**src/rtl/vga_pkg.sv**
```systemverilog
// VGA timing package: default 640x480@60 constants and position type.
// Shared by the sync generator and pixel consumers (paddle, ball, mixer).
package vga_pkg;

   localparam int POS_W = 12;

   typedef logic [POS_W-1:0] pos_t;

   localparam int VGA_H_VISIBLE = 640;
   localparam int VGA_H_FRONT   = 16;
   localparam int VGA_H_SYNC    = 96;
   localparam int VGA_H_BACK    = 48;
   localparam int VGA_H_TOTAL   = VGA_H_VISIBLE + VGA_H_FRONT
                                + VGA_H_SYNC + VGA_H_BACK;

   localparam int VGA_V_VISIBLE = 480;
   localparam int VGA_V_FRONT   = 10;
   localparam int VGA_V_SYNC    = 2;
   localparam int VGA_V_BACK    = 33;
   localparam int VGA_V_TOTAL   = VGA_V_VISIBLE + VGA_V_FRONT
                                + VGA_V_SYNC + VGA_V_BACK;

   localparam logic VGA_SYNC_POL = 1'b0;

endpackage

```
**src/rtl/vga_sync_gen_if.sv**
```systemverilog
// Timing bundle from the sync generator to pixel consumers.
// master drives the beam position and strobes, slave observes them.
interface vga_sync_gen_if;
   import vga_pkg::*;

   pos_t h_pos;
   pos_t v_pos;
   logic hsync;
   logic vsync;
   logic video_on;
   logic pix_tick;
   logic frame_tick;

   modport master (
      output h_pos, v_pos, hsync, vsync,
      output video_on, pix_tick, frame_tick
   );

   modport slave (
      input h_pos, v_pos, hsync, vsync,
      input video_on, pix_tick, frame_tick
   );

endinterface

```
**src/rtl/vga_axis_cnt.sv**
```systemverilog
// One VGA axis: wrapping position counter with registered sync decode.
// vis_nxt exposes the visible flag of the upcoming position for the top.
module vga_axis_cnt
   import vga_pkg::*;
#(
   parameter int   VISIBLE  = VGA_H_VISIBLE,
   parameter int   FRONT    = VGA_H_FRONT,
   parameter int   SYNC     = VGA_H_SYNC,
   parameter int   BACK     = VGA_H_BACK,
   parameter logic SYNC_POL = VGA_SYNC_POL
) (
   input  logic in_clk,
   input  logic reset,
   input  logic en,
   output pos_t pos,
   output logic wrap,
   output logic sync,
   output logic vis_nxt
);

   localparam int   TOTAL  = VISIBLE + FRONT + SYNC + BACK;
   localparam pos_t LAST   = pos_t'(TOTAL - 1);
   localparam pos_t VIS_HI = pos_t'(VISIBLE);
   localparam pos_t SYN_LO = pos_t'(VISIBLE + FRONT);
   localparam pos_t SYN_HI = pos_t'(VISIBLE + FRONT + SYNC);

   pos_t nxt;
   logic in_win;

   assign wrap = (pos == LAST);

   always_comb begin
      nxt = pos;
      if (en)
         nxt = wrap ? '0 : pos + 1'b1;
   end

   // decode from nxt so sync lands in the same cycle as its position
   assign in_win  = (nxt >= SYN_LO) && (nxt < SYN_HI);
   assign vis_nxt = (nxt < VIS_HI);

   always_ff @(posedge in_clk) begin
      if (reset) begin
         pos  <= '0;
         sync <= ~SYNC_POL;
      end else begin
         pos  <= nxt;
         sync <= in_win ? SYNC_POL : ~SYNC_POL;
      end
   end

endmodule

```
**src/rtl/vga_sync_gen.sv**
```systemverilog
// VGA sync generator; define VGA_PIXEL_DIV2_EN to run pixels at in_clk/2.
// All outputs registered and aligned with the position they describe.
module vga_sync_gen
   import vga_pkg::*;
#(
   parameter int   H_VISIBLE = VGA_H_VISIBLE,
   parameter int   H_FRONT   = VGA_H_FRONT,
   parameter int   H_SYNC    = VGA_H_SYNC,
   parameter int   H_BACK    = VGA_H_BACK,
   parameter int   V_VISIBLE = VGA_V_VISIBLE,
   parameter int   V_FRONT   = VGA_V_FRONT,
   parameter int   V_SYNC    = VGA_V_SYNC,
   parameter int   V_BACK    = VGA_V_BACK,
   parameter logic SYNC_POL  = VGA_SYNC_POL
) (
   input  logic           in_clk,
   input  logic           reset,
   vga_sync_gen_if.master vga
);

   pos_t h_pos;
   pos_t v_pos;
   logic h_wrap;
   logic v_wrap;
   logic h_vis;
   logic v_vis;
   logic hsync;
   logic vsync;
   logic pix_tick;
   logic run;
   logic video_on;
   logic frame_tick;

`ifdef VGA_PIXEL_DIV2_EN
   logic phase;

   // the release cycle holds (0,0); advance on every second cycle
   always_ff @(posedge in_clk) begin
      if (reset) begin
         phase    <= 1'b0;
         pix_tick <= 1'b0;
      end else begin
         phase    <= ~phase;
         pix_tick <= phase;
      end
   end
`else
   always_ff @(posedge in_clk) begin
      if (reset)
         pix_tick <= 1'b0;
      else
         pix_tick <= 1'b1;
   end
`endif

   vga_axis_cnt #(
      .VISIBLE (H_VISIBLE),
      .FRONT   (H_FRONT),
      .SYNC    (H_SYNC),
      .BACK    (H_BACK),
      .SYNC_POL(SYNC_POL)
   ) u_h (
      .in_clk (in_clk),
      .reset  (reset),
      .en     (pix_tick),
      .pos    (h_pos),
      .wrap   (h_wrap),
      .sync   (hsync),
      .vis_nxt(h_vis)
   );

   vga_axis_cnt #(
      .VISIBLE (V_VISIBLE),
      .FRONT   (V_FRONT),
      .SYNC    (V_SYNC),
      .BACK    (V_BACK),
      .SYNC_POL(SYNC_POL)
   ) u_v (
      .in_clk (in_clk),
      .reset  (reset),
      .en     (pix_tick & h_wrap),
      .pos    (v_pos),
      .wrap   (v_wrap),
      .sync   (vsync),
      .vis_nxt(v_vis)
   );

   // run marks the release edge so (0,0) after reset still ticks the frame
   always_ff @(posedge in_clk) begin
      if (reset) begin
         run        <= 1'b0;
         video_on   <= 1'b0;
         frame_tick <= 1'b0;
      end else begin
         run        <= 1'b1;
         video_on   <= h_vis & v_vis;
         frame_tick <= ~run | (pix_tick & h_wrap & v_wrap);
      end
   end

   assign vga.h_pos      = h_pos;
   assign vga.v_pos      = v_pos;
   assign vga.hsync      = hsync;
   assign vga.vsync      = vsync;
   assign vga.video_on   = video_on;
   assign vga.pix_tick   = pix_tick;
   assign vga.frame_tick = frame_tick;

endmodule

```
**src/flat_wrapper.sv**
```systemverilog
// flat-port wrapper written by rule: the top's interface ports become plain ports
module vga_sync_gen_flat import vga_pkg::*;
#(
   parameter int   H_VISIBLE = VGA_H_VISIBLE,
   parameter int   H_FRONT   = VGA_H_FRONT,
   parameter int   H_SYNC    = VGA_H_SYNC,
   parameter int   H_BACK    = VGA_H_BACK,
   parameter int   V_VISIBLE = VGA_V_VISIBLE,
   parameter int   V_FRONT   = VGA_V_FRONT,
   parameter int   V_SYNC    = VGA_V_SYNC,
   parameter int   V_BACK    = VGA_V_BACK,
   parameter logic SYNC_POL  = VGA_SYNC_POL
)
  (in_clk, reset, vga_h_pos, vga_v_pos, vga_hsync, vga_vsync, vga_video_on, vga_pix_tick, vga_frame_tick);
  vga_sync_gen_if vga_i ();
  input  logic in_clk;
  input  logic reset;
  output wire logic [$bits(vga_i.h_pos)-1:0] vga_h_pos;
  output wire logic [$bits(vga_i.v_pos)-1:0] vga_v_pos;
  output wire logic [$bits(vga_i.hsync)-1:0] vga_hsync;
  output wire logic [$bits(vga_i.vsync)-1:0] vga_vsync;
  output wire logic [$bits(vga_i.video_on)-1:0] vga_video_on;
  output wire logic [$bits(vga_i.pix_tick)-1:0] vga_pix_tick;
  output wire logic [$bits(vga_i.frame_tick)-1:0] vga_frame_tick;
  assign vga_h_pos = vga_i.h_pos;
  assign vga_v_pos = vga_i.v_pos;
  assign vga_hsync = vga_i.hsync;
  assign vga_vsync = vga_i.vsync;
  assign vga_video_on = vga_i.video_on;
  assign vga_pix_tick = vga_i.pix_tick;
  assign vga_frame_tick = vga_i.frame_tick;
  vga_sync_gen #(.H_VISIBLE(H_VISIBLE), .H_FRONT(H_FRONT), .H_SYNC(H_SYNC), .H_BACK(H_BACK), .V_VISIBLE(V_VISIBLE), .V_FRONT(V_FRONT), .V_SYNC(V_SYNC), .V_BACK(V_BACK), .SYNC_POL(SYNC_POL)) u_core (.in_clk(in_clk), .reset(reset), .vga(vga_i));
endmodule
```
**config.mk**
```make
export PLATFORM = sky130hd
export DESIGN_NAME = vga_sync_gen_flat
export DESIGN_NICKNAME = d
export VERILOG_FILES = /design/src/rtl/vga_pkg.sv /design/src/rtl/vga_sync_gen_if.sv /design/src/rtl/vga_axis_cnt.sv /design/src/rtl/vga_sync_gen.sv /design/src/flat_wrapper.sv
export SDC_FILE = /design/constraint.sdc
export NUM_CORES = 1
export LEC_CHECK = 0
export ABC_CLOCK_PERIOD_IN_PS = 3100
export CAP_MARGIN = 25
export CORE_MARGIN = 2
export CORE_UTILIZATION = 38
export CTS_BUF_LIST = sky130_fd_sc_hd__clkbuf_4
export CTS_CLUSTER_DIAMETER = 200
export DETAILED_ROUTE_END_ITERATION = 10
export GPL_TIMING_DRIVEN = 0
export HOLD_SLACK_MARGIN = 0.06
export PLACE_DENSITY = 0.69
export SYNTH_ARGS = -nofsm -noshare
export SYNTH_HDL_FRONTEND = slang
export SYNTH_HIERARCHICAL = 1
export SYNTH_SLANG_ARGS = --single-unit
```
**constraint.sdc**
```tcl
create_clock -name in_clk -period 3.1 [get_ports in_clk]
set_input_delay 0.31 -clock in_clk [delete_from_list [all_inputs] [get_ports in_clk]]
set_output_delay 0.31 -clock in_clk [all_outputs]
set_load 0.01 [all_outputs]
```
* Word level (Yosys, flattened, before mapping)
Index checks and enable logic that the tools add are counted.
Word-level totals: register bits 29, input port bits 2, output and inout port bits 29, logic and storage cells 31
Cells by class: add/subtract/negate cells 2, magnitude comparators 6, eq/ne operators 2, multiplexer cells 7, bitwise logic cells 5, reductions and logical operators 2
Operators with widths (number):
- two-way mux 12 bit | 4
- adder 12 x 1 -> 12 bit, second input constant | 2
- == test 12 x 10 -> 1 bit, second input constant | 2
- less-than comparator 12 x 10 -> 1 bit, second input constant | 2
- less-than comparator 12 x 9 -> 1 bit, second input constant | 2
- greater-or-equal comparator 12 x 10 -> 1 bit, second input constant | 1
- greater-or-equal comparator 12 x 9 -> 1 bit, second input constant | 1
- bitwise AND 1 bit | 3
- two-way mux 1 bit | 3
- logical AND 1 bit | 2
- NOT 1 bit | 1
- bitwise OR 1 bit | 1

* Longest topological paths before layout
depth after elaboration 6, gate-level depth with buffers 13, gate-level depth less buffers 11

* Cells and area by module
The synthesis kept the hierarchy.
Modules (own cells, without submodules):
- vga_axis_cnt at u_core.u_v | instances 1, cells an instance 97, area each 820.8 sq um, sequential area each 260.2 sq um
- vga_axis_cnt at u_core.u_h | instances 1, cells an instance 89, area each 742.0 sq um, sequential area each 260.2 sq um
- vga_sync_gen | instances 1, cells an instance 8, area each 85.1 sq um, sequential area each 60.1 sq um

* Worst setup path after synthesis
OpenSTA, ideal clock, no wires.
path type register -> register, from register u_core.u_h.pos[5], to register u_core.video_on (netlist: u_core/vga.video_on), setup time 0.116 ns, arrival 2.639 ns, required time 2.984 ns, setup slack 0.345 ns, cell stages (with the launch flop) 12, path buffers 1, clock period less this slack 2.755 ns, path through dfxtp_1 or4_4 or3_1 nor2_1 and2_1 buf_2 nand4_1 nor3_1 xnor2_1 a311oi_1 nor2_1 and3_1
On the way: word-level cells in the longest chain between the ends 5, elaborated cells on any way between the ends 9, those cells by class add/sub: 1; order compare: 2; eq/ne: 1; mux: 3; bitwise: 2
Ends and longest elaborated chain:
- from (decl) | line vga_axis_cnt.sv:15 | output pos_t pos,
- from (signal assigned) | line vga_axis_cnt.sv:47 | pos <= nxt;
- == test 12 x 10 -> 1 bit | line vga_axis_cnt.sv:30 | assign wrap = (pos == LAST);
- named net u_core.h_wrap | line vga_sync_gen.sv:23 | logic h_wrap;
- bitwise AND 1 bit | line vga_sync_gen.sv:81 | .en (pix_tick & h_wrap),
- two-way mux 12 bit | line vga_axis_cnt.sv:34 | if (en)
- less-than comparator 12 x 9 -> 1 bit | line vga_axis_cnt.sv:40 | assign vis_nxt = (nxt < VIS_HI);
- named net u_core.v_vis | line vga_sync_gen.sv:26 | logic v_vis;
- bitwise AND 1 bit | line vga_sync_gen.sv:96 | video_on <= h_vis & v_vis;
- to (signal assigned) | line vga_sync_gen.sv:96
- to (decl) | line vga_sync_gen.sv:31 | logic video_on;
The timed path passes the listed nets, and every way through them passes these cells. A chain may end at the register's enable or synchronous reset.

* Final worst setup path
Same ends and word-level chain as after synthesis.

==> impl_metrics.py <==
metrics = {
    "final_layout": {
        "instances_no_fill": 281,
        "fillers": 401,
        "antenna_cells": 0,
        "area_growth_pct": 28.1,
        "fin_nets": 235,
        "drive_gt1_share_pct": 18.2,
    },
    "global_routing": {
        "antenna_found_initial": 0,
        "grt.total_usage_pct": 15.7,
        "grt_first_pass_wirelength_um": 6160,
        "grt_overflow": 0,
        "grt_start_max_net_pins": 11,
        "grt_pass1_vias": 1331,
    },
    "clock_network": {
        "h-tree-depth": 2,
        "cts_root_buf": "clkbuf_4",
        "clk_path_buf_depth": 2,
        "post_cts_buffers": 0,
        "cts_tree": "done",
        "numCtsBuffers": 5,
        "cts_sinks": 29,
        "clk_latency_ns": 0.34,
        "clk_pin_slew_ns": 0.10,
        "hold_buffers": 0,
    },
    "die": {
        "die_area_um2": 4880,
        "core_area_um2": 4090,
        "fp.dieW_um": 69.9,
        "std_cell_rows": 23,
        "io_pins": 31,
        "initial_core_util_pct": 40.3,
        "die_h_um": 69.9,
    },
    "timing": {
        "slew_viol_final": 0,
        "finalHoldViolCount": 0,
        "grt_setup_unrepaired": "no",
        "setup_ws_ns": 0.169,
        "fin_crit_sh_pct": 94.5,
        "relSlewSlack_pct": 74.2,
        "period_needed_ns": 2.93,
        "fin_skew_ns": 0.00929,
        "tightest_slew_ns": 0.384,
        "fmax_mhz": 341,
        "setup_violations": 0,
    },
    "yosys": {
        "netlist_instances": 194,
        "syn_nets": 199,
        "synthArstFlopShare_pct": 0,
        "seq_area_frac_synth_pct": 35.2,
        "synth.avg_cell_area_um2": 8.49,
        "yosysTopAreaCellShare_pct": 35.2,
        "synth_flop_cell": "dfxtp_1",
        "synth.area.top_cells": "dfxtp_1 35%, xor2_1 6.4%, xnor2_1 5.8%, nor2_1 5.0%, nor2_2 4.6%",
        "yosysWarningCount": 6,
        "synth_edf_count": 0,
        "synth_seq_cells": 29,
        "ys_types": 43,
        "synth_area_um2": 1650,
        "yosysTopAreaCell": "dfxtp_1",
    },
    "critical_path": {
        "cpMostUsedCell": "nor2_1",
        "critPathTopFamily": "simple AND/OR/NAND/NOR gates",
        "worstSetupPathDepth": 11,
        "crit_type": "reg -> reg",
        "reg2reg_slack_ns": 0.17,
        "r2r-start": "u_core/u_h/pos[5]$_SDFF_PP0_",
        "required_ns": 3.33,
        "cp_max_fo": 10,
        "cp_slowest_stage_delay_ns": 0.54,
        "crit_arrival_ns": 3.16,
        "r2r_cells": 11,
        "worst-path-buf-inv": 1,
        "start_kind": "flip-flop",
        "critical_path.slowest_cell": "or4_4",
        "reg2reg_to": "u_core/vga.video_on$_SDFF_PP0_",
        "path_cells": "or4_4, or3_1, nor2_1, and2_1, buf_4, nand4_1, nor3_2, xnor2_1, a311oi_2, nor2_1, and3_1",
        "end_kind": "flip-flop",
    },
    "worst_hold_path": {
        "hold_path_depth": 1,
        "hold_end": "u_core/vga.frame_tick$_SDFF_PP0_",
        "holdCritPathClass": "reg -> reg",
        "hp-start": "u_core/run$_DFF_P_",
    },
    "power_and_ir_drop": {
        "power.density_nw_per_um2": 350,
        "power_leakage_uw": 0.000701,
        "vdd_drop_max_uv": 171,
    },
    "detailed_routing": {
        "ant_nets": 0,
        "via_count": 1465,
        "drtPass1Iterations": 4,
        "drcViolationCount": 0,
        "wl_per_cell_um": 13.1,
        "vias_per_cell": 5.21,
        "dr.first_iter.drc_count": 77,
        "drt_wl_total_um": 3690,
    },
    "placement": {
        "pre_cts_ws_ns": -0.0424,
        "dpl.hpwl_um": 2730,
        "portBuffers": 30,
        "place.gp.congestion": 0.959,
        "dp_cells": 274,
    },
    "run": {
        "drv_cap": 0,
    },
    "outcome": {
        "status": "finished clean",
    },
}
worst register-to-register path: stages (launching register included):
cell and delay (ns):
dfxtp_2 0.37, or4_4 0.55, or3_1 0.42, nor2_1 0.15, and2_1 0.16, buf_4 0.19
nand4_1 0.20, nor3_2 0.20, xnor2_1 0.13, a311oi_2 0.25, nor2_1 0.07, and3_1 0.15
metal layers:
layer	global-route usage, %	vias to the layer above	part of all wire, %	routed length (um)
met1	20.8	684	48	1770
met4	6.41	0	1.8	66
met2	23.8	39	45	1670
met5	0	-	0	0
met3	4.76	7	5.1	188
li1	-	735	-	-
state kept, by name, indices dropped and copies added (netlist names):
signal	cells
u_core/vga.video_on	1
u_core/vga.frame_tick	1
u_core/u_v/sync	1
u_core/u_v/pos	12
u_core/run	1
u_core/u_h/sync	1
u_core/u_h/pos	12
cell type report:
type,instances,area (um2),share of cell area (%)
Inverter,6,22.5,1.07
Timing Repair Buffer,30,300,14.2
Buffer,10,67.6,3.20
Clock buffer,6,45.0,2.13
Multi-Input combinational cell,148,997,47.2
Sequential cell,29,582,27.6
Clock inverter,2,33.8,1.60
Tap cell,50,62.6,2.96
kinds of logic after synthesis:
group | after synthesis | synth area share, %
buf+inv | 17 | 5.54
compound gates | 17 | 7.21
mux | 5 | 3.11
flops | 29 | 35.2
fa+ha+maj | 3 | 2.28
xor+xnor | 23 | 12.2
simple gates | 100 | 34.4
report_power, final:
part | total (uW) | internal (uW) | leakage (uW) | switching (uW)
clock | 314 | 177 | 0.0000433 | 137
sequential | 383 | 377 | 0.000236 | 5.70
combinational | 41.2 | 21.3 | 0.000422 | 19.9
synth_stat cells, types with 3 or more instances:
master and instances:
dfxtp_1 29, nor2_1 22, nand2_1 16, nand3_1 12, nor2_2 12, xor2_1 12
xnor2_1 11, nand4_1 9, a21oi_1 7, clkbuf_1 6, inv_1 6, mux2i_1 4
or2_2 4, buf_2 3, ha_1 3, nand2b_1 3, nor3_1 3
stage by stage:
stage | cell area (um2) | hold WS, ns | total power (uW) | TNS, ns | utilization (%)
3_3_place_gp | 2010 | 0.469 | 432 | -0.0395 | 49.2
3_5_place_dp | 2010 | 0.469 | 433 | -0.0424 | 49.2
6_report | 2110 | 0.494 | 738 | 0 | 51.7
4_1_cts | 2090 | 0.500 | 748 | 0 | 51.0
5_1_grt | 2110 | 0.544 | 769 | 0 | 51.7
2_1_floorplan | 1650 | 0.379 | 415 | 0 | -
worst max-delay path by stage:
| stage | from | endpoint | slack [ns] |
|---|---|---|---|
| final | u_core/u_h/pos[5]$_SDFF_PP0_ | u_core/vga.video_on$_SDFF_PP0_ | 0.17 |
| after global routing | u_core/u_h/pos[5]$_SDFF_PP0_ | u_core/vga.video_on$_SDFF_PP0_ | 0.002 |
| after CTS | u_core/u_h/pos[5]$_SDFF_PP0_ | u_core/vga.video_on$_SDFF_PP0_ | 0.02 |
| after detailed placement | u_core/u_h/pos[0]$_SDFF_PP0_ | u_core/vga.video_on$_SDFF_PP0_ | -0.04 |
| after global placement | u_core/u_h/pos[0]$_SDFF_PP0_ | u_core/vga.video_on$_SDFF_PP0_ | -0.04 |
| after floorplan | u_core/u_h/pos[5]$_SDFF_PP0_ | u_core/vga.video_on$_SDFF_PP0_ | 0.35 |
cell usage in the layout, fill, tap and decap left out, types with 2 or more instances in the layout:
master and instances:
and4_1 2, clkbuf_1 5, a21oi_1 7, nand2_1 16
dfxtp_1 28, clkdlybuf4s50_1 30, nand2b_1 3, nor3_1 2
nor3_2 2, and3_1 2, o21ai_0 2, mux2i_1 4
ha_1 2, or2_2 4, xor2_1 12, buf_2 2
nand4_1 9, xnor2_1 11, nand3_1 12, inv_1 6
nor2_2 13, nand4b_1 2, nor2_1 21, clkbuf_4 6
and2_1 2
repair_timing:
item,in CTS,in global routing
setup endpoints to repair,2,2
resized for setup,0,9
pin swaps,0,2
Power figures use the tool's default switching activity.
